--- src/rtl/box_filter_pkg.sv ---
// Shared types for the streaming 3x3 smoothing filter.
// Latency: n/a (types and constant helpers only).
// Backpressure: n/a.
//
// Contents: filter mode encoding, frame FSM states, accumulator width helper.
package box_filter_pkg;

  typedef enum logic [1:0] {
    MODE_BOX    = 2'b00,
    MODE_BYPASS = 2'b01,
    MODE_GAUSS  = 2'b10
  } mode_e;

  typedef enum logic [1:0] {
    FILL,
    RUN,
    EOL,
    FLUSH
  } state_e;

  // Nine taps of PIX_W bits (or a 16-weight kernel) fit in four extra bits.
  function automatic int sum_width(input int pix_w);
    return pix_w + 4;
  endfunction

endpackage

--- src/rtl/box_filter_stream_line_buffer.sv ---
// One raster row of pixel storage for the smoothing window.
// Latency: read is combinational; write lands on the next clk edge.
// Backpressure: none; the caller decides when to write.
//
// Ports: clk; i_we write enable; i_addr column; i_wdata new pixel;
//        o_rdata old pixel at i_addr (read-before-write on the same column).
module line_buffer
  import box_filter_pkg::*;
#(
  parameter int PIX_W = 8,
  parameter int DEPTH = 128,
  parameter int AW    = 7
) (
  input  logic             clk,
  input  logic             i_we,
  input  logic [AW-1:0]    i_addr,
  input  logic [PIX_W-1:0] i_wdata,
  output logic [PIX_W-1:0] o_rdata
);

  logic [PIX_W-1:0] r_mem [DEPTH];

  assign o_rdata = r_mem[i_addr];

  always_ff @(posedge clk) begin
    if (i_we) begin
      r_mem[i_addr] <= i_wdata;
    end
  end

endmodule

--- src/rtl/box_filter_stream.sv ---
// Streaming 3x3 smoothing filter (box mean / bypass / optional gaussian), edge-replicated borders.
// Latency: result registered 1 clk after the accepting input transfer.
// Backpressure: in_ready drops when the output register is full and stalled, and during EOL/FLUSH.
//
// Ports: clk, reset (sync, active-high); mode (sampled at pixel (0,0));
//        in_valid/in_ready/in_data input stream; out_valid/out_ready/out_data output stream;
//        out_sof marks output (0,0), out_eol marks the last column of each row.
// Build option: define GAUSS_EN to enable the 1-2-1 gaussian kernel on mode 2'b10.
module box_filter_stream
  import box_filter_pkg::*;
#(
  parameter int PIX_W = 8,
  parameter int IMG_W = 128,
  parameter int IMG_H = 128
) (
  input  logic             clk,
  input  logic             reset,
  input  logic [1:0]       mode,
  input  logic             in_valid,
  output logic             in_ready,
  input  logic [PIX_W-1:0] in_data,
  output logic             out_valid,
  input  logic             out_ready,
  output logic [PIX_W-1:0] out_data,
  output logic             out_sof,
  output logic             out_eol
);

  localparam int SUM_W = sum_width(PIX_W);
  localparam int AW    = $clog2(IMG_W);
  localparam int CW    = $clog2(IMG_W + 1);
  localparam int RW    = $clog2(IMG_H);
  localparam logic [CW-1:0] COL_LAST = CW'(IMG_W - 1);
  localparam logic [CW-1:0] COL_END  = CW'(IMG_W);
  localparam logic [RW-1:0] ROW_LAST = RW'(IMG_H - 1);

  state_e           r_state, w_state_nxt;
  logic [CW-1:0]    r_col;        // input column, or flush step 0..IMG_W
  logic [RW-1:0]    r_row;        // current input row
  logic [1:0]       r_mode;
  logic [PIX_W-1:0] r_win [3][3]; // [column left..right][row top..bottom]

  logic             r_out_valid, r_out_sof, r_out_eol;
  logic [PIX_W-1:0] r_out_data;

  logic             w_slot, w_fill_out, w_acc, w_step, w_emit, w_row_end;
  logic [PIX_W-1:0] w_lb0_rd, w_lb1_rd, w_res;
  logic [PIX_W-1:0] w_col [3];
  logic [PIX_W-1:0] w_win [3][3];
  logic [SUM_W-1:0] w_sum;
`ifdef GAUSS_EN
  logic [SUM_W-1:0] w_gsum;
`endif

  // lb0 holds the previous input row, lb1 the one before it.
  line_buffer #(.PIX_W(PIX_W), .DEPTH(IMG_W), .AW(AW)) u_lb0 (
    .clk(clk), .i_we(w_acc), .i_addr(r_col[AW-1:0]), .i_wdata(in_data), .o_rdata(w_lb0_rd)
  );
  line_buffer #(.PIX_W(PIX_W), .DEPTH(IMG_W), .AW(AW)) u_lb1 (
    .clk(clk), .i_we(w_acc), .i_addr(r_col[AW-1:0]), .i_wdata(w_lb0_rd), .o_rdata(w_lb1_rd)
  );

  assign w_slot     = out_ready | ~r_out_valid;
  assign w_fill_out = (r_row == RW'(1)) && (r_col == CW'(1));

  always_comb begin
    w_state_nxt = r_state;
    in_ready    = 1'b0;
    w_step      = 1'b0;
    w_emit      = 1'b0;
    w_row_end   = 1'b0;
    case (r_state)
      // Only pixel (1,1) of FILL creates a result, so only it needs a free output slot.
      FILL: in_ready = ~w_fill_out | w_slot;
      RUN:  in_ready = w_slot;
      EOL: begin
        if (w_slot) begin
          w_emit      = 1'b1;
          w_row_end   = 1'b1;
          w_state_nxt = (r_row == ROW_LAST) ? FLUSH : RUN;
        end
      end
      FLUSH: begin
        // Step 0 only primes the window; steps 1..IMG_W-1 emit; step IMG_W emits the last column.
        if (w_slot) begin
          if (r_col == COL_END) begin
            w_emit      = 1'b1;
            w_row_end   = 1'b1;
            w_state_nxt = FILL;
          end else begin
            w_step = 1'b1;
            w_emit = (r_col != '0);
          end
        end
      end
      default: w_state_nxt = FILL;
    endcase
    if (reset) begin
      in_ready = 1'b0;
    end
    w_acc = in_valid & in_ready;
    if (w_acc) begin
      w_step = 1'b1;
      if (r_state == FILL) begin
        if (w_fill_out) begin
          w_emit      = 1'b1;
          w_state_nxt = RUN;
        end
      end else begin
        w_emit = (r_col != '0);
        if (r_col == COL_LAST) begin
          w_state_nxt = EOL;
        end
      end
    end
  end

  // New window column: top/mid from the line buffers, bottom from the stream.
  // Row 1 replicates row 0 upward; flush replicates the last row downward.
  always_comb begin
    w_col[1] = w_lb0_rd;
    if (r_state == FLUSH) begin
      w_col[0] = w_lb1_rd;
      w_col[2] = w_lb0_rd;
    end else begin
      w_col[0] = (r_row == RW'(1)) ? w_lb0_rd : w_lb1_rd;
      w_col[2] = in_data;
    end
  end

  // Window seen by the arithmetic: the shifted-in view, or the right edge replicated.
  always_comb begin
    w_win[0] = r_win[1];
    w_win[1] = r_win[2];
    w_win[2] = w_row_end ? r_win[2] : w_col;
  end

  always_comb begin
    w_sum = '0;
`ifdef GAUSS_EN
    w_gsum = '0;
`endif
    for (int i = 0; i < 3; i++) begin
      for (int j = 0; j < 3; j++) begin
        w_sum = w_sum + SUM_W'(w_win[i][j]);
`ifdef GAUSS_EN
        w_gsum = w_gsum + (SUM_W'(w_win[i][j]) << ((i == 1 ? 1 : 0) + (j == 1 ? 1 : 0)));
`endif
      end
    end
    w_res = PIX_W'(w_sum / SUM_W'(9));
    if (r_mode == MODE_BYPASS) begin
      w_res = w_win[1][1];
    end
`ifdef GAUSS_EN
    else if (r_mode == MODE_GAUSS) begin
      w_res = PIX_W'(w_gsum >> 4);
    end
`endif
  end

  always_ff @(posedge clk) begin
    if (reset) begin
      r_state <= FILL;
      r_col   <= '0;
      r_row   <= '0;
      r_mode  <= MODE_BOX;
    end else begin
      r_state <= w_state_nxt;
      if (w_acc && r_state == FILL && r_row == '0 && r_col == '0) begin
        r_mode <= mode;
      end
      if (w_step) begin
        if (r_state != FLUSH && r_col == COL_LAST) begin
          r_col <= '0;
          if (r_state == FILL) begin
            r_row <= r_row + 1'b1;
          end
        end else begin
          r_col <= r_col + 1'b1;
        end
      end
      if (r_state == EOL && w_emit && r_row != ROW_LAST) begin
        r_row <= r_row + 1'b1;
      end
      if (r_state == FLUSH && w_row_end) begin
        r_col <= '0;
        r_row <= '0;
      end
    end
  end

  // Column 0 fills the whole window so column -1 replicates column 0.
  always_ff @(posedge clk) begin
    if (w_step) begin
      if (r_col == '0) begin
        r_win[0] <= w_col;
        r_win[1] <= w_col;
        r_win[2] <= w_col;
      end else begin
        r_win[0] <= r_win[1];
        r_win[1] <= r_win[2];
        r_win[2] <= w_col;
      end
    end
  end

  always_ff @(posedge clk) begin
    if (reset) begin
      r_out_valid <= 1'b0;
      r_out_data  <= '0;
      r_out_sof   <= 1'b0;
      r_out_eol   <= 1'b0;
    end else if (w_emit) begin
      r_out_valid <= 1'b1;
      r_out_data  <= w_res;
      r_out_sof   <= (r_state == FILL);
      r_out_eol   <= w_row_end;
    end else if (out_ready) begin
      r_out_valid <= 1'b0;
    end
  end

  assign out_valid = r_out_valid;
  assign out_data  = r_out_data;
  assign out_sof   = r_out_sof;
  assign out_eol   = r_out_eol;

endmodule

--- config.mk ---
export PLATFORM = sky130hd
export DESIGN_NAME = box_filter_stream
export DESIGN_NICKNAME = d
export VERILOG_FILES = /design/src/rtl/box_filter_pkg.sv /design/src/rtl/box_filter_stream_line_buffer.sv /design/src/rtl/box_filter_stream.sv
export SDC_FILE = /design/constraint.sdc
export NUM_CORES = 2
export LEC_CHECK = 0
export CAP_MARGIN = 20
export CORE_MARGIN = 5
export CORE_UTILIZATION = 40
export DETAILED_ROUTE_END_ITERATION = 12
export PLACE_DENSITY = 0.61
export SYNTH_ARGS = -nofsm -noshare
export SYNTH_HDL_FRONTEND = slang
export SYNTH_SLANG_ARGS = --single-unit
--- constraint.sdc ---
create_clock -name clk -period 29.4 [get_ports clk]
set_clock_uncertainty 0.05 [all_clocks]
set_input_delay 5.88 -clock clk [delete_from_list [all_inputs] [get_ports clk]]
set_output_delay 5.88 -clock clk [all_outputs]
set_load 0.005 [all_outputs]
Word-level counts from Yosys, hierarchy flattened. Memory sizes are Yosys's and may differ from the RTL's. A register that Yosys moved wholly into a read port is not among the register bits. Cells that the tools add are included.

Register bits: 30. RAM bits: 2120. Memories: 3. Output and inout bits: 12.

Reductions and logical operators: 18. Muxes and demuxes: 52. $add $sub $neg: 10. Equal/unequal tests: 11. Div/mod/pow operators: 1. Bitwise operators: 8.

Memory list: u_lb0.r_mem (depth 128, width 8, read ports 1, clocked after memory_dff 1, wr ports 1, RTL line box_filter_stream_line_buffer.sv:21) `logic [PIX_W-1:0] r_mem [DEPTH];`; u_lb1.r_mem (depth 128, width 8, read ports 1, clocked after memory_dff 1, wr ports 1, RTL line box_filter_stream_line_buffer.sv:21); r_win (depth 3, width 24, read ports 2, clocked after memory_dff 0, wr ports 3, RTL line box_filter_stream.sv:41) `logic [PIX_W-1:0] r_win [3][3];`.

Operators with widths (count): two-way mux 24 bit (4); two-way mux 7 bit (8); adder 12 x 8 -> 12 bit (4); two-way mux 8 bit (5); two-way mux 1 bit (23); two-way mux 2 bit (8); adder 11 x 8 -> 12 bit (1); divider 12 x 4 -> 12 bit (second input constant) (1); adder 10 x 8 -> 11 bit (1); adder 9 x 8 -> 10 bit (1); adder 8 x 8 -> 9 bit (1); adder 8 x 1 -> 8 bit (second input constant) (1); == test 8 x 1 -> 1 bit (second input constant) (1); == test 8 x 7 -> 1 bit (second input constant) (1); == test 8 bit (second input constant) (1); logical AND 1 bit (8); zero test 8 bit (1); nonzero test 2 bit (4); nonzero test 8 bit (1); adder 7 x 1 -> 7 bit (second input constant) (1); == test 7 x 1 -> 1 bit (second input constant) (1); == test 7 bit (second input constant) (1); zero test 7 bit (1); != test 7 bit (second input constant) (1); other kinds (11) (20).

Logic depth before layout (Yosys ltp).
Word-level depth: 12. Depth in mapped cells: 41.

Cells and area by module. Synthesis repeated with hierarchy kept, for this count alone.

Cell total of the unflattened synthesis: 5650. Area total of the unflattened synthesis: 87361.3 µm².

By module, submodules not included: line_buffer (times used 2, area each 40273.6 µm², cells an instance 2467); box_filter_stream (times used 1, area each 6814.0 µm², cells an instance 716).

Least setup slack after synthesis. OpenSTA, ideal clock, no wires.

Path kind: input to register. Start point: input port out_ready. End point: register r_out_data[0] (netlist: out_data[0]). Data required time: 29.280 ns. Buffers on the path: 5. Data arrival time: 14.041 ns. Setup slack: 15.239 ns. Stages: 33. Cells stage by stage: nand2b_1 -> clkbuf_1 -> nand3_1 -> clkbuf_1 -> clkbuf_1 -> mux2i_1 -> fa_1 -> fa_1 -> fa_1 -> fa_1 -> inv_1 -> ha_1 -> buf_6 -> a211o_1 -> a2111oi_4 -> or3_1 -> buf_6 -> nor4_2 -> a31o_1 -> a2111o_1 -> o211ai_1 -> and3b_1 -> a31oi_1 -> o32a_1 -> o21a_1 -> o211a_4 -> xnor2_2 -> inv_1 -> ha_1 -> nor2b_1 -> a2111o_1 -> a41o_1 -> a21boi_1.

Longest elaborated chain between the ends: 9. Elaborated cells on any way between the ends: 19. Those cells by class: 3 x add/sub; 1 x div; 12 x mux; 3 x bitwise.

RTL lines: start, declared (RTL line box_filter_stream.sv:23) `input logic out_ready,`; bitwise OR 1 bit * (RTL line box_filter_stream.sv:63) `assign w_slot = out_ready | ~r_out_valid;`; two-way mux 1 bit, on equally long branches (RTL line box_filter_stream.sv:85, box_filter_stream.sv:77); one-hot mux 1 bit (2 select lines) (RTL line box_filter_stream.sv:72) `case (r_state)`; two-way mux 24 bit (RTL line box_filter_stream.sv:135) `w_win[2] = w_row_end ? r_win[2] : w_col;`; adder 12 x 8 -> 12 bit (3 in series) (RTL line box_filter_stream.sv:145) `w_sum = w_sum + SUM_W'(w_win[i][j]);`; divider 12 x 4 -> 12 bit (RTL line box_filter_stream.sv:151) `w_res = PIX_W'(w_sum / SUM_W'(9));`; two-way mux 8 bit (RTL line box_filter_stream.sv:152) `if (r_mode == MODE_BYPASS) begin`; end signal, assigned (RTL line box_filter_stream.sv:216) `r_out_data <= w_res;`; end, declared (RTL line box_filter_stream.sv:44) `logic [PIX_W-1:0] r_out_data;`.

Every way passes the cells marked *; elsewhere a longest branch is shown, timed or not. A chain may end at the register's enable or synchronous reset.

Worst setup path in the final report. Same ends and word-level chain as after synthesis.

==> flow_summary.yaml <==
synthesis:
  ys_top_cells_by_count: "2096 x edfxtp_1, 670 x mux4_2, 205 x nor2_1"
  ys_warn_count: 0
  yosys.area_share.xor_xnor: 0.00255
  yosysMostFrequentCell: "edfxtp_1"
  yosysSeqAreaShare: 0.750
  async_flop_share: 0
  netlist_instances: 3759
  synthTopCellsByArea: "edfxtp_1 74%, mux4_2 18%, fa_1 1.3%"
  synth.area.mux_share: 0.187
  syn_nets: 3848
  ys_types: 79
  synth_compound_area_frac: 0.0138
  synth-adder-area-share: 0.0158
  mappedNetlistArea_um2: 84900
  synth_top_area_cell: "edfxtp_1"
  synth_seq_cells: 2133
  syn_avg_cell_area_um2: 22.6
  synth_top_family_by_area: "multiplexers"
  synth_edf_count: 2096
  synthSimpleGateAreaFrac: 0.0197
  synth_top_cell_area_share: 0.742
  synthFlopType: "edfxtp_1"
critical_path:
  cp-start-kind: "input port"
  required_ps: 30110
  critical_path.most_common_cell: "fa_1"
  cp.buffers_inverters: 3
  end_kind: "flip-flop"
  path_class: "in -> reg"
  cp_slowest_cell: "fa_1"
  startpoint: "out_ready"
  path_delay_family: "compound AO/OA/AOI/OAI gates"
  cp.arrival_ps: 15060
  cp_slowest_stage_delay_ps: 560
  worst-path-max-fanout: 29
floorplan:
  boundaryPins: 26
  die_w_um: 471
  die_area_um2: 221000
  std_cell_rows: 169
  start_util: 0.401
  coreArea_um2: 212000
  die_h_um: 471
sta:
  max_freq_mhz: 69.7
  hold_viol: 0
  slew_headroom: 0.277
  holdWs_ps: 412
  slew_viol_final: 0
  tightest_slew_ps: 1080
  min_period_ps: 14350
  setup-violations-final: 0
  rsz0062_at_grt: "no"
  period_share: 0.488
  setup_tns_ps: 0
final_layout:
  num-nets-final: 4063
  areaGrowthSynthToFinish_pct: 13.5
  multi_input_area_um2: 20400
  fin_area_um2: 96300
  drive_gt1_frac: 0.305
  fill_cells: 17300
  instances_no_fill: 6980
  regArea_um2: 63700
global_routing:
  grt_start_max_net_pins: 113
  overflow: 0
  grt_pass1_vias: 40300
  antenna_found_initial: 16
  grt_pass1_wl_mm: 298
  grt_util_all_layers: 0.185
clocking:
  postCtsSetupBuffers: 0
  cts.sink_count: 2133
  clock_latency_ps: 850
  cts_resized: 0
  cts_buffer_depth: 3
  htree_levels: 4
  hold_buffers: 0
  worst_setup_hold_path_clk_slew_ps: 60
  cts_root_buffer: "clkbuf_16"
  tritoncts: "built"
  numCtsBuffers: 209
worst_hold_path:
  hold_path.class: "reg -> reg"
  min_from: "out_data[1]"
pwr:
  p_leak_nw: 29.1
  combPwrFrac: 0.350
  p_sw_frac: 0.338
  intPower_mw: 6.11
  p_per_area_nw_per_um2: 95.9
  clock_power_share: 0.285
  seqPwrFrac: 0.366
  switchingPower_mw: 3.12
  irDropWorstVdd_uv: 875
job:
  maxCapViolCount: 0
routing:
  viasPerCell: 5.72
  drt_iter0_markers: 5135
  drc: 0
  vias: 39900
  wl_per_cell_um: 29.6
  first_pass_iters: 7
  drt-total-wl_mm: 206
  detail-route-antenna-nets: 0
placement:
  dpl.cell_count: 6577
  routabilityCongestion: 0.811
  io_buffers: 25
  postPlaceCellArea_um2: 89400
  dp_hpwl_mm: 120
run_status:
  status: "complete, no violations"
-- layout make-up --
cell class,instances,area share
flip-flops and latches,2133,0.661
multi-input cells,1376,0.212
clock buffers,252,0.0560
well taps,2821,0.0367
repair buffers,200,0.0182
clock inverters,142,0.0140
inverters,54,0.00216
diodes,2,0.0000520
-- cell families after synthesis --
group	count (synthesis)
buffers and inverters	250
flip-flops	2133
AO/OA/AOI/OAI	165
multiplexers	739
AND/OR/NAND/NOR	374
XOR/XNOR	23
adder cells (fa/ha/maj)	75
-- layer usage --
layer  track usage  share of wire  vias to the layer above
li1              -              -                    16300
met2         0.292           0.48                     1697
met5             0              0                        -
met1         0.269           0.42                    21600
met4        0.0449          0.021                        0
met3        0.0348          0.083                      253
-- sequential cells by signal (all words and copies together), names as in the netlist, named ones only --
name / flops
out_data: 8
out_eol: 1
out_sof: 1
out_valid: 1
r_col: 8
r_mode: 2
r_row: 7
r_state: 2
r_win: 48
u_lb0.r_mem: 1024
u_lb1.r_mem: 1024
-- per-stage QoR --
| step | worst slack (ps) | util | power, mW |
|---|---|---|---|
| 2_1_floorplan | 15240 | - | 5.98 |
| 3_3_place_gp | 14470 | 0.422 | 6.47 |
| 3_5_place_dp | 14340 | 0.423 | 6.59 |
| 4_1_cts | 15210 | 0.454 | 9.23 |
| 5_1_grt | 14690 | 0.455 | 9.70 |
| 6_report | 15050 | 0.455 | 9.23 |
-- path summary, 6_finish.rpt --
path                            depth (start not counted)  slack [ps]     endpoint
worst max-delay path                                   30       15050  out_data[0]
worst min-delay path                                    2         410  out_data[1]
worst max register to register                         36       15990  out_data[0]
worst min register to register                          2         410  out_data[1]
-- worst register-to-register path: cells and delay by family (launching register included) --
family,cells,cell delay (ps)
DFF,1,960
buffers and inverters,5,2270
xor gates and xnor gates,1,180
and+or+nand+nor,5,1070
AOI/OAI and AO/OA,13,3680
adders and majority gates,7,2450
muxes,5,2670
-- placed cells by master, fill, tap and decap left out, types with 32 or more instances in the layout --
master | synthesis | final
mux2_2 | 40 | 34
mux4_2 | 670 | 670
nor2_2 | 0 | 36
clkinv_2 | 0 | 41
fa_1 | 54 | 54
inv_1 | 54 | 51
nand2_1 | 58 | 58
a21oi_1 | 46 | 46
clkbuf_16 | 0 | 209
nor2_1 | 205 | 165
dfxtp_1 | 37 | 32
clkinv_1 | 0 | 57
clkbuf_1 | 122 | 43
edfxtp_1 | 2096 | 2096
buf_4 | 0 | 166
-- power groups by stage --
stage	sequential [mW]	combinational, mW	clock (mW)
floorplan	3.44	2.54	0
global placement	3.44	3.03	0
detailed placement	3.44	3.15	0
CTS	3.38	3.18	2.68
global route	3.38	3.51	2.81
finish	3.38	3.23	2.63
Note: power is estimated with default switching activity, not from simulation.
